File: src/rtl/net_pkg.sv
// rtl/net_pkg.sv - shared constants and types for the framed serial link
package net_pkg;

  localparam logic [7:0] SYNC_BYTE = 8'h7E;
  localparam logic [7:0] CRC8_POLY = 8'h07;
  localparam logic [7:0] CRC8_INIT = 8'h00;

  localparam int unsigned IDX_SYNC = 0;
  localparam int unsigned IDX_HDR  = 1;
  localparam int unsigned IDX_LEN  = 2;
  localparam int unsigned IDX_PAY0 = 3;

  localparam int unsigned FRAME_OVERHEAD = 4;

  typedef enum logic [2:0] {
    ST_IDLE,
    ST_START,
    ST_DATA,
    ST_STOP,
    ST_GAP
  } tx_state_t;

endpackage

File: src/rtl/crc8_update.sv
// rtl/crc8_update.sv - one-byte CRC-8 step, MSB-first, shared by tx and rx
module crc8_update
  import net_pkg::*;
(
  input  logic [7:0] crc_in,
  input  logic [7:0] byte_in,
  output logic [7:0] crc_out
);

  logic [7:0] c;

  always_comb begin
    c = crc_in ^ byte_in;
    for (int i = 0; i < 8; i++) begin
      c = c[7] ? ((c << 1) ^ CRC8_POLY) : (c << 1);
    end
    crc_out = c;
  end

endmodule

File: src/rtl/frame_tx_engine.sv
// rtl/frame_tx_engine.sv - framed 8N1 serial transmitter with length check and CRC-8 trailer
module frame_tx_engine
  import net_pkg::*;
#(
  parameter int CLKS_PER_BIT = 434,
  parameter int MAX_BYTES    = 16,
  parameter int ID_W         = 2,
  parameter int GAP_BITS     = 2,
  parameter int LEN_W        = $clog2(MAX_BYTES + 1)
) (
  input  logic                   clk,
  input  logic                   rst,
  input  logic                   tx_valid,
  output logic                   tx_ready,
  input  logic [8*MAX_BYTES-1:0] tx_data,
  input  logic [LEN_W-1:0]       tx_len,
  input  logic [ID_W-1:0]        tx_dest_id,
  input  logic [ID_W-1:0]        my_id,
  output logic                   tx_line,
  output logic                   tx_busy,
  output logic                   tx_done,
  output logic                   tx_len_err
);

  localparam int BAUD_W = $clog2(CLKS_PER_BIT);
  localparam int IDX_W  = $clog2(MAX_BYTES + FRAME_OVERHEAD);
  localparam int GAP_W  = (GAP_BITS > 1) ? $clog2(GAP_BITS) : 1;

  localparam logic [BAUD_W-1:0] BAUD_LAST = BAUD_W'(CLKS_PER_BIT - 1);
  localparam logic [GAP_W-1:0]  GAP_LAST  = GAP_W'(GAP_BITS - 1);

  tx_state_t               state_q, state_d;
  logic [BAUD_W-1:0]       baud_q, baud_d;
  logic [2:0]              bit_q, bit_d;
  logic [GAP_W-1:0]        gap_q, gap_d;
  logic [IDX_W-1:0]        idx_q, idx_d;
  logic [7:0]              shreg_q, shreg_d;
  logic [7:0]              crc_q, crc_d;
  logic [8*MAX_BYTES-1:0]  pay_q, pay_d;
  logic [LEN_W-1:0]        len_q, len_d;
  logic [7:0]              hdr_q, hdr_d;
  logic                    line_q, line_d;
  logic                    busy_q, busy_d;
  logic                    ready_q, ready_d;
  logic                    done_q, done_d;
  logic                    len_err_q, len_err_d;

  logic                    baud_end;
  logic                    len_bad;
  logic                    frame_end;
  logic [IDX_W-1:0]        last_idx;
  logic [IDX_W-1:0]        nxt_idx;
  logic                    nxt_is_crc;
  logic [7:0]              nxt_byte;
  logic [7:0]              crc_next;

  assign baud_end = (baud_q == BAUD_LAST);
  assign len_bad  = ({1'b0, tx_len} > (LEN_W + 1)'(MAX_BYTES));
  assign last_idx = IDX_W'(IDX_PAY0) + IDX_W'(len_q);

  // Byte loaded at the next STOP boundary; payload is consumed from the low end of pay_q.
  always_comb begin
    nxt_idx    = idx_q + IDX_W'(1);
    nxt_is_crc = (nxt_idx == last_idx);
    if (nxt_idx == IDX_W'(IDX_HDR)) begin
      nxt_byte = hdr_q;
    end else if (nxt_idx == IDX_W'(IDX_LEN)) begin
      nxt_byte = 8'(len_q);
    end else begin
      nxt_byte = pay_q[7:0];
    end
  end

  crc8_update u_crc (
    .crc_in  (crc_q),
    .byte_in (nxt_byte),
    .crc_out (crc_next)
  );

  always_ff @(posedge clk or posedge rst) begin
    if (rst) begin
      state_q   <= ST_IDLE;
      baud_q    <= '0;
      bit_q     <= '0;
      gap_q     <= '0;
      idx_q     <= '0;
      shreg_q   <= '0;
      crc_q     <= CRC8_INIT;
      pay_q     <= '0;
      len_q     <= '0;
      hdr_q     <= '0;
      line_q    <= 1'b1;
      busy_q    <= 1'b0;
      ready_q   <= 1'b0;
      done_q    <= 1'b0;
      len_err_q <= 1'b0;
    end else begin
      state_q   <= state_d;
      baud_q    <= baud_d;
      bit_q     <= bit_d;
      gap_q     <= gap_d;
      idx_q     <= idx_d;
      shreg_q   <= shreg_d;
      crc_q     <= crc_d;
      pay_q     <= pay_d;
      len_q     <= len_d;
      hdr_q     <= hdr_d;
      line_q    <= line_d;
      busy_q    <= busy_d;
      ready_q   <= ready_d;
      done_q    <= done_d;
      len_err_q <= len_err_d;
    end
  end

  always_comb begin
    state_d   = state_q;
    baud_d    = baud_q;
    bit_d     = bit_q;
    gap_d     = gap_q;
    idx_d     = idx_q;
    shreg_d   = shreg_q;
    crc_d     = crc_q;
    pay_d     = pay_q;
    len_d     = len_q;
    hdr_d     = hdr_q;
    line_d    = line_q;
    busy_d    = busy_q;
    ready_d   = ready_q;
    done_d    = 1'b0;
    len_err_d = 1'b0;
    frame_end = 1'b0;

    if (state_q != ST_IDLE) begin
      baud_d = baud_end ? '0 : baud_q + BAUD_W'(1);
    end

    unique case (state_q)
      ST_IDLE: begin
        ready_d = 1'b1;
        busy_d  = 1'b0;
        line_d  = 1'b1;
        if (tx_valid && ready_q) begin
          if (len_bad) begin
            len_err_d = 1'b1;
          end else begin
            state_d = ST_START;
            baud_d  = '0;
            idx_d   = IDX_W'(IDX_SYNC);
            shreg_d = SYNC_BYTE;
            crc_d   = CRC8_INIT;
            pay_d   = tx_data;
            len_d   = tx_len;
            hdr_d   = {4'(tx_dest_id), 4'(my_id)};
            line_d  = 1'b0;
            busy_d  = 1'b1;
            ready_d = 1'b0;
          end
        end
      end

      ST_START: begin
        if (baud_end) begin
          state_d = ST_DATA;
          bit_d   = '0;
          line_d  = shreg_q[0];
        end
      end

      ST_DATA: begin
        if (baud_end) begin
          if (bit_q == 3'd7) begin
            state_d = ST_STOP;
            line_d  = 1'b1;
          end else begin
            bit_d   = bit_q + 3'd1;
            shreg_d = {1'b0, shreg_q[7:1]};
            line_d  = shreg_q[1];
          end
        end
      end

      ST_STOP: begin
        if (baud_end) begin
          if (idx_q != last_idx) begin
            state_d = ST_START;
            line_d  = 1'b0;
            idx_d   = nxt_idx;
            if (nxt_is_crc) begin
              shreg_d = crc_q;
            end else begin
              shreg_d = nxt_byte;
              crc_d   = crc_next;
              if (nxt_idx >= IDX_W'(IDX_PAY0)) begin
                pay_d = pay_q >> 8;
              end
            end
          end else if (GAP_BITS == 0) begin
            frame_end = 1'b1;
          end else begin
            state_d = ST_GAP;
            line_d  = 1'b1;
            gap_d   = '0;
          end
        end
      end

      ST_GAP: begin
        if (baud_end) begin
          if (gap_q == GAP_LAST) begin
            frame_end = 1'b1;
          end else begin
            gap_d = gap_q + GAP_W'(1);
          end
        end
      end

      default: begin
        state_d = ST_IDLE;
      end
    endcase

    // Completion cycle: idle, ready and done all become visible together.
    if (frame_end) begin
      state_d = ST_IDLE;
      baud_d  = '0;
      bit_d   = '0;
      gap_d   = '0;
      idx_d   = '0;
      crc_d   = CRC8_INIT;
      line_d  = 1'b1;
      busy_d  = 1'b0;
      ready_d = 1'b1;
      done_d  = 1'b1;
    end
  end

  assign tx_line    = line_q;
  assign tx_busy    = busy_q;
  assign tx_ready   = ready_q;
  assign tx_done    = done_q;
  assign tx_len_err = len_err_q;

endmodule

File: config.mk
export PLATFORM = sky130hd
export DESIGN_NAME = frame_tx_engine
export DESIGN_NICKNAME = d
export VERILOG_FILES = /design/src/rtl/net_pkg.sv /design/src/rtl/crc8_update.sv /design/src/rtl/frame_tx_engine.sv
export SDC_FILE = /design/constraint.sdc
export NUM_CORES = 1
export LEC_CHECK = 0
export CAP_MARGIN = 10
export CORE_ASPECT_RATIO = 0.5
export CORE_MARGIN = 10
export CORE_UTILIZATION = 55
export CTS_BUF_LIST = sky130_fd_sc_hd__clkbuf_4
export DETAILED_ROUTE_END_ITERATION = 6
export PLACE_DENSITY = 0.93
export SETUP_SLACK_MARGIN = 0.3
export SLEW_MARGIN = 25
export SYNTH_ARGS = -nofsm -noshare
export SYNTH_HDL_FRONTEND = slang
export SYNTH_SLANG_ARGS = --single-unit
File: constraint.sdc
create_clock -name clk -period 7.15 [get_ports clk]
set_input_delay 1.0725 -clock clk [delete_from_list [all_inputs] [get_ports clk]]
set_output_delay 1.0725 -clock clk [all_outputs]
set_load 0.02 [all_outputs]
==> results.toml, run 1 <==
[flow_run]
cap_violations = 0

[power_and_ir_drop]
p_sw_uw = 1510
ir_drop_v = 0.000243
p_int_uw = 2180
p_sw_share_pct = 40.9
power_density_mw_per_mm2 = 345
clockPowerShare_pct = 16.0
seq_power_share_pct = 46.5
p_total_uw = 3690
pwr-share-comb_pct = 37.5
p_leak_uw = 0.00449

[floorplan]
row_count = 32
num_io_pins = 145
start_util_pct = 57.0
design.core.area_mm2 = 0.0157
die_h_um = 110
dieArea_mm2 = 0.0220
die_w_um = 200

[layout]
syn_to_final_growth_pct = 19.8
fin_cells = 1381
final_util_pct = 68.3
fillers = 1215
final_common_cell = "nand2_1"
mostFrequentLayoutCells = "nand2_1, dfrtp_1, nor2_1"
nets = 1295
post_route_cells_drive_above_1_share_pct = 5.61
fin_area_mm2 = 0.0107

[hold_path]
min_path_type = "reg -> reg"

[setup_path]
arrival_ns = 4.11
end_kind = "register"
worst_setup_path_start_kind = "input pin"
path_max_fanout = 256
cp.required_ns = 7.55
worstSetupPathType = "in -> reg"

[timing]
clock_skew_ns = 0.0406
min_period_ns = 3.71
period_share_pct = 51.9
slew_headroom_pct = 32.1
fmax_mhz = 269
setup_viol = 0
hold_viol = 0
drv_slew = 0
rsz0062_at_grt = "no"
fin_tns_setup_ns = 0
tightest_slew_ns = 1.02

[synthesis]
synthesis.nets = 1198
yosys-top-cells-area = "dfrtp_1, nand2_1, a31oi_1"
synth-seq-cells = 179
syn_inst = 1049
yosysTopAreaCell = "dfrtp_1"
synth-edff-count = 0
yosysUniqueCellTypes = 59
synth-main-ff-cell = "dfrtp_1"
syn_avg_cell_area_um2 = 8.51
synth.top_cell.area_share_pct = 49.9
syn_area_mm2 = 0.00893
synth_seq_area_share_pct = 50.2
yosysWarnings = 0
synthArstFlopShare_pct = 100

[global_routing]
grt_pass1_vias = 7471
grt_max_degree = 257
overflow = 0
grt.total_usage_pct = 20.4
grt_antenna_before_repair = 1
grt_pass1_wl_um = 37400

[drt]
post_drt_via_cell_ratio = 5.61
ant_nets = 0
vias = 7748
wirelength_um = 22400
drt_pass1_iterations = 7
drc_errors = 4
detail_route.wl_per_cell_um = 16.2
first_iter_violations = 604

[clock_tree]
ctsHoldBuffers = 0
cts_tree = "done"
clock-sinks = 179
cts_buffer_depth = 2
clockRootBuffer = "clkbuf_4"
clk_latency_ns = 0.58
cts_max_level = 4
cts_setup_buffers = 0
cts.reportedPaths.clkPinSlew_ns = 0.15
cts-resized-gates = 0
numCtsBuffers = 17

[placement]
dpl_cell_area_mm2 = 0.0104
dp_hpwl_um = 15700
place.gp.congestion = 0.918
numPortBuffers = 144
dp.cells = 1348

[outcome]
status = "complete, but fails checks"
violations = "design-rule violations"
-- power by group through the flow --
stage | logic (uW) | clock network [uW] | registers (uW)
after floorplan | 1070 | 0 | 1640
after global placement | 1320 | 0 | 1710
after detailed placement | 1390 | 0 | 1730
after CTS | 1390 | 601 | 1710
after global routing | 1580 | 650 | 1760
final | 1390 | 592 | 1720
-- logic make-up (layout without fill, tap and decap cells) --
family | after synthesis | in the layout | synth area share [%]
multiplexers | 11 | 11 | 1.37
AO/OA/AOI/OAI | 215 | 215 | 15.5
AND/OR/NAND/NOR | 499 | 499 | 22.5
flip-flops | 179 | 179 | 50.2
XOR/XNOR | 39 | 39 | 4.37
buffers and inverters | 97 | 207 | 4.83
other | 0 | 1 | 0
adder cells (fa/ha/maj) | 9 | 9 | 1.26
-- metrics by stage --
stage	hold slack [ns]	setup slack (ns)
5_1_grt	0.540	3.23
6_report	0.519	3.44
2_1_floorplan	0.454	1.22
3_3_place_gp	0.467	3.06
3_5_place_dp	0.492	2.90
4_1_cts	0.523	3.51
-- layer usage --
layer / up-vias / GRT usage [%] / wire length, um
met5: - / 0 / 0
met3: 27 / 4.14 / 1190
met1: 3747 / 25.6 / 9570
met2: 231 / 35.9 / 11300
li1: 3743 / - / -
met4: 0 / 5.52 / 320
-- layout make-up --
| type | count | area [um2] | area share (%) |
|---|---|---|---|
| clock buffers | 17 | 128 | 1.19 |
| multi-input cells | 773 | 4050 | 37.8 |
| repair buffers | 150 | 1500 | 14.0 |
| diodes | 1 | 2.50 | 0.0234 |
| flip-flops and latches | 179 | 4480 | 41.9 |
| inverters | 25 | 101 | 0.947 |
| clock inverters | 15 | 165 | 1.54 |
| well taps | 221 | 277 | 2.58 |
-- cells in the mapped netlist, types with 3 or more instances --
cell        n
ha_1        9
inv_1      25
o21ai_0    39
buf_2      27
or3_1       3
nand3_1    24
a221o_1     3
a21oi_1    13
clkbuf_1   40
xor2_1     22
nor3_1      8
buf_6       4
dfrtp_1   178
nand2_1   283
a31oi_1   127
o221ai_1    3
nor2b_1     4
xnor3_1     3
mux2_2     10
nor2_1    155
o21a_1      5
xnor2_1    13
nand3b_1    3
-- registers in the layout, summed over array words and instances (netlist names) --
register	count
pay_q	128
baud_q	9
crc_q	8
shreg_q	8
idx_q	5
len_q	5
hdr_q	4
bit_q	3
state_q	3
gap_q	1
tx_busy	1
tx_done	1
tx_len_err	1
tx_line	1
tx_ready	1
-- worst paths after layout --
check                          start    endpoint  slack, ns  cells after the start
setup reg to reg            idx_q[1]   pay_q[20]       3.54                     11
setup / recovery           tx_len[1]   pay_q[20]       3.44                      7
max in group asynchronous        rst   pay_q[65]       4.81                      3
min in group asynchronous        rst  pay_q[116]       1.06                      2
hold reg to reg              tx_line     tx_line       0.52                      2
hold / removal               tx_line     tx_line       0.52                      2
-- worst max-delay path: stages --
cell,delay [ns]
clkdlybuf4s50_1,0.42
o41ai_1,0.52
nor2b_1,0.35
nand2_1,0.45
a21oi_4,0.29
buf_12,0.58
a31oi_1,0.19
Power figures use the tool's default switching activity.
==> run 2: changes to the inputs <==
--- a/config.mk
+++ b/config.mk
@@ -8,10 +8,10 @@
 export CAP_MARGIN = 10
 export CORE_ASPECT_RATIO = 0.5
 export CORE_MARGIN = 10
-export CORE_UTILIZATION = 55
+export CORE_UTILIZATION = 50
 export CTS_BUF_LIST = sky130_fd_sc_hd__clkbuf_4
 export DETAILED_ROUTE_END_ITERATION = 6
-export PLACE_DENSITY = 0.93
+export PLACE_DENSITY = 0.89
 export SETUP_SLACK_MARGIN = 0.3
 export SLEW_MARGIN = 25
 export SYNTH_ARGS = -nofsm -noshare
==> constraint.sdc (replaced) <==
create_clock -name clk -period 3.3 [get_ports clk]
set_input_delay 0.495 -clock clk [delete_from_list [all_inputs] [get_ports clk]]
set_output_delay 0.495 -clock clk [all_outputs]
set_load 0.02 [all_outputs]
==> run 2 against run 1 <==
The run now ends clean. Die area increased by 8.6%. Largest cell class unchanged. Critical path depth increased by 3. Combinational power increased by 120%. Critical endpoint is now crc_q[3]. Worst setup slack got worse by 3.1 ns. Register-to-register slack got worse by 3.2 ns. Via count increased by 1.6%. First-iteration DRC count decreased by 6.8%. Highest routed layer unchanged. Sequential share of layout area decreased by 1.0 points.
==> results.toml, run 2 (synthesis results as in run 1) <==
[outcome]
status = "complete, no violations"

[floorplan]
dieArea_mm2 = 0.0239
die_h_um = 115
design.core.area_mm2 = 0.0174
row_count = 34
num_io_pins = 145
start_util_pct = 51.2
die_w_um = 209

[layout]
post_route_cells_drive_above_1_share_pct = 8.21
nets = 1317
final-seq-area_mm2 = 0.00448
multiInputGateArea_mm2 = 0.00410
largest_register_ffs = 128
regMostFlops = "pay_q"
top_regs = "pay_q: 128 flops, baud_q: 9 flops"
syn_to_final_growth_pct = 22.9
final_common_cell = "nand2_1"
mostFrequentLayoutCells = "nand2_1, dfrtp_1, nor2_1"
fillers = 1491
fin_cells = 1416
fin_area_mm2 = 0.0110

[drt]
drt_pass1_iterations = 7
detail_route.wl_per_cell_um = 16.8
ant_nets = 0
first_iter_violations = 563
vias = 7873
drc_errors = 0
wirelength_um = 23800
post_drt_via_cell_ratio = 5.56

[clock_tree]
clk_latency_ns = 0.58
ctsHoldBuffers = 0
cts_max_level = 4
cts.reportedPaths.clkPinSlew_ns = 0.16
cts_tree = "done"
clockRootBuffer = "clkbuf_4"
clock-sinks = 179
numCtsBuffers = 17
cts_buffer_depth = 2

[hold_path]
min_path_type = "in -> async"

[timing]
slew_headroom_pct = 39.3
clock_skew_ns = 0.0322
setup_ws_ns = 0.317
fmax_mhz = 335
drv_slew = 0
period_share_pct = 90.4
tightest_slew_ns = 0.911
rsz0062_at_grt = "yes"
min_period_ns = 2.98
fin_tns_setup_ns = 0
setup_viol = 0
hold_viol = 0

[placement]
numPortBuffers = 144
pre_cts_ws_ns = 0.140
dpl_cell_area_mm2 = 0.0106
dp_hpwl_um = 16900
place.gp.congestion = 0.917
dp.cells = 1379

[global_routing]
grt_antenna_before_repair = 1
grt.total_usage_pct = 19.9
grt_pass1_wl_um = 39600
grt_max_degree = 137
grt_pass1_vias = 7700
overflow = 0

[flow_run]
cap_violations = 0

[setup_path]
cp.required_ns = 3.77
arrival_ns = 3.45
rr_endpoint = "crc_q[3]"
r2r_slack_ns = 0.32
end_kind = "register"
worst_setup_path_start_kind = "register"
path_max_fanout = 7
reg2regPathDepth = 10
worstSetupPathType = "reg -> reg"
reg2reg_from = "idx_q[1]"
crit_start = "idx_q[1]"
endpoint = "crc_q[3]"

[power_and_ir_drop]
power_density_mw_per_mm2 = 741
p_leak_uw = 0.00460
ir_drop_v = 0.000504
==> run 2: worst min-delay path by stage <==
stage | depth (start not counted) | start | slack, ns | to
after floorplan | 2 | bit_q[1] | 0.45 | bit_q[1]
after global placement | 1 | shreg_q[0] | 0.47 | shreg_q[0]
after detailed placement | 1 | shreg_q[4] | 0.47 | shreg_q[4]
after CTS | 3 | tx_data[110] | 0.41 | pay_q[110]
after global routing | 3 | tx_data[29] | 0.39 | pay_q[29]
final | 3 | rst | 0.45 | hdr_q[1]
==> run 2: cell type report <==
class	count	share of cell area (%)
antenna	1	0.0228
clock buffer	17	1.16
clock inverter	15	1.52
inverter	25	0.889
multi-input combinational	773	37.4
sequential	179	40.8
tap	234	2.67
timing repair buffer	172	15.5
==> run 2: routing by layer <==
layer	global-route usage (%)	vias to the layer above	routed length, um
li1	-	3787	-
met1	25.9	3833	10800
met2	33.5	219	11600
met3	4.28	34	1050
met4	4.48	0	371
met5	0	-	0
==> run 2: metrics by stage <==
step	utilization [%]	hold WS (ns)	power, uW
floorplan	-	0.454	5860
finish	62.9	0.447	8130
global route	62.9	0.389	8780
detailed placement	60.7	0.474	6840
global placement	60.7	0.469	6670
CTS	62.5	0.408	8120
==> run 2: repair_timing <==
item | in CTS | in global routing
pin swaps | 0 | 4
buffers inserted | 1 | 3
cloned | 0 | 0
hold endpoints to repair | 0 | 0
endpoints found under the setup margin | 11 | 8
gates resized for setup | 5 | 7
==> run 2: critical path, cell delays in order (launching register included) <==
cell     delay, ns
dfrtp_2       0.49
ha_4          0.20
or4_4         0.58
nand2_1       0.09
o21ai_0       0.07
a31oi_1       0.26
xor2_1        0.28
xnor3_1       0.40
xor2_1        0.19
nor3_1        0.07
a221o_1       0.26
==> run 2: power by group <==
group / switching [uW] / total (uW) / internal (uW)
Sequential: 642 / 3720 / 3080
Clock: 876 / 1290 / 409
Combinational: 1830 / 3120 / 1290
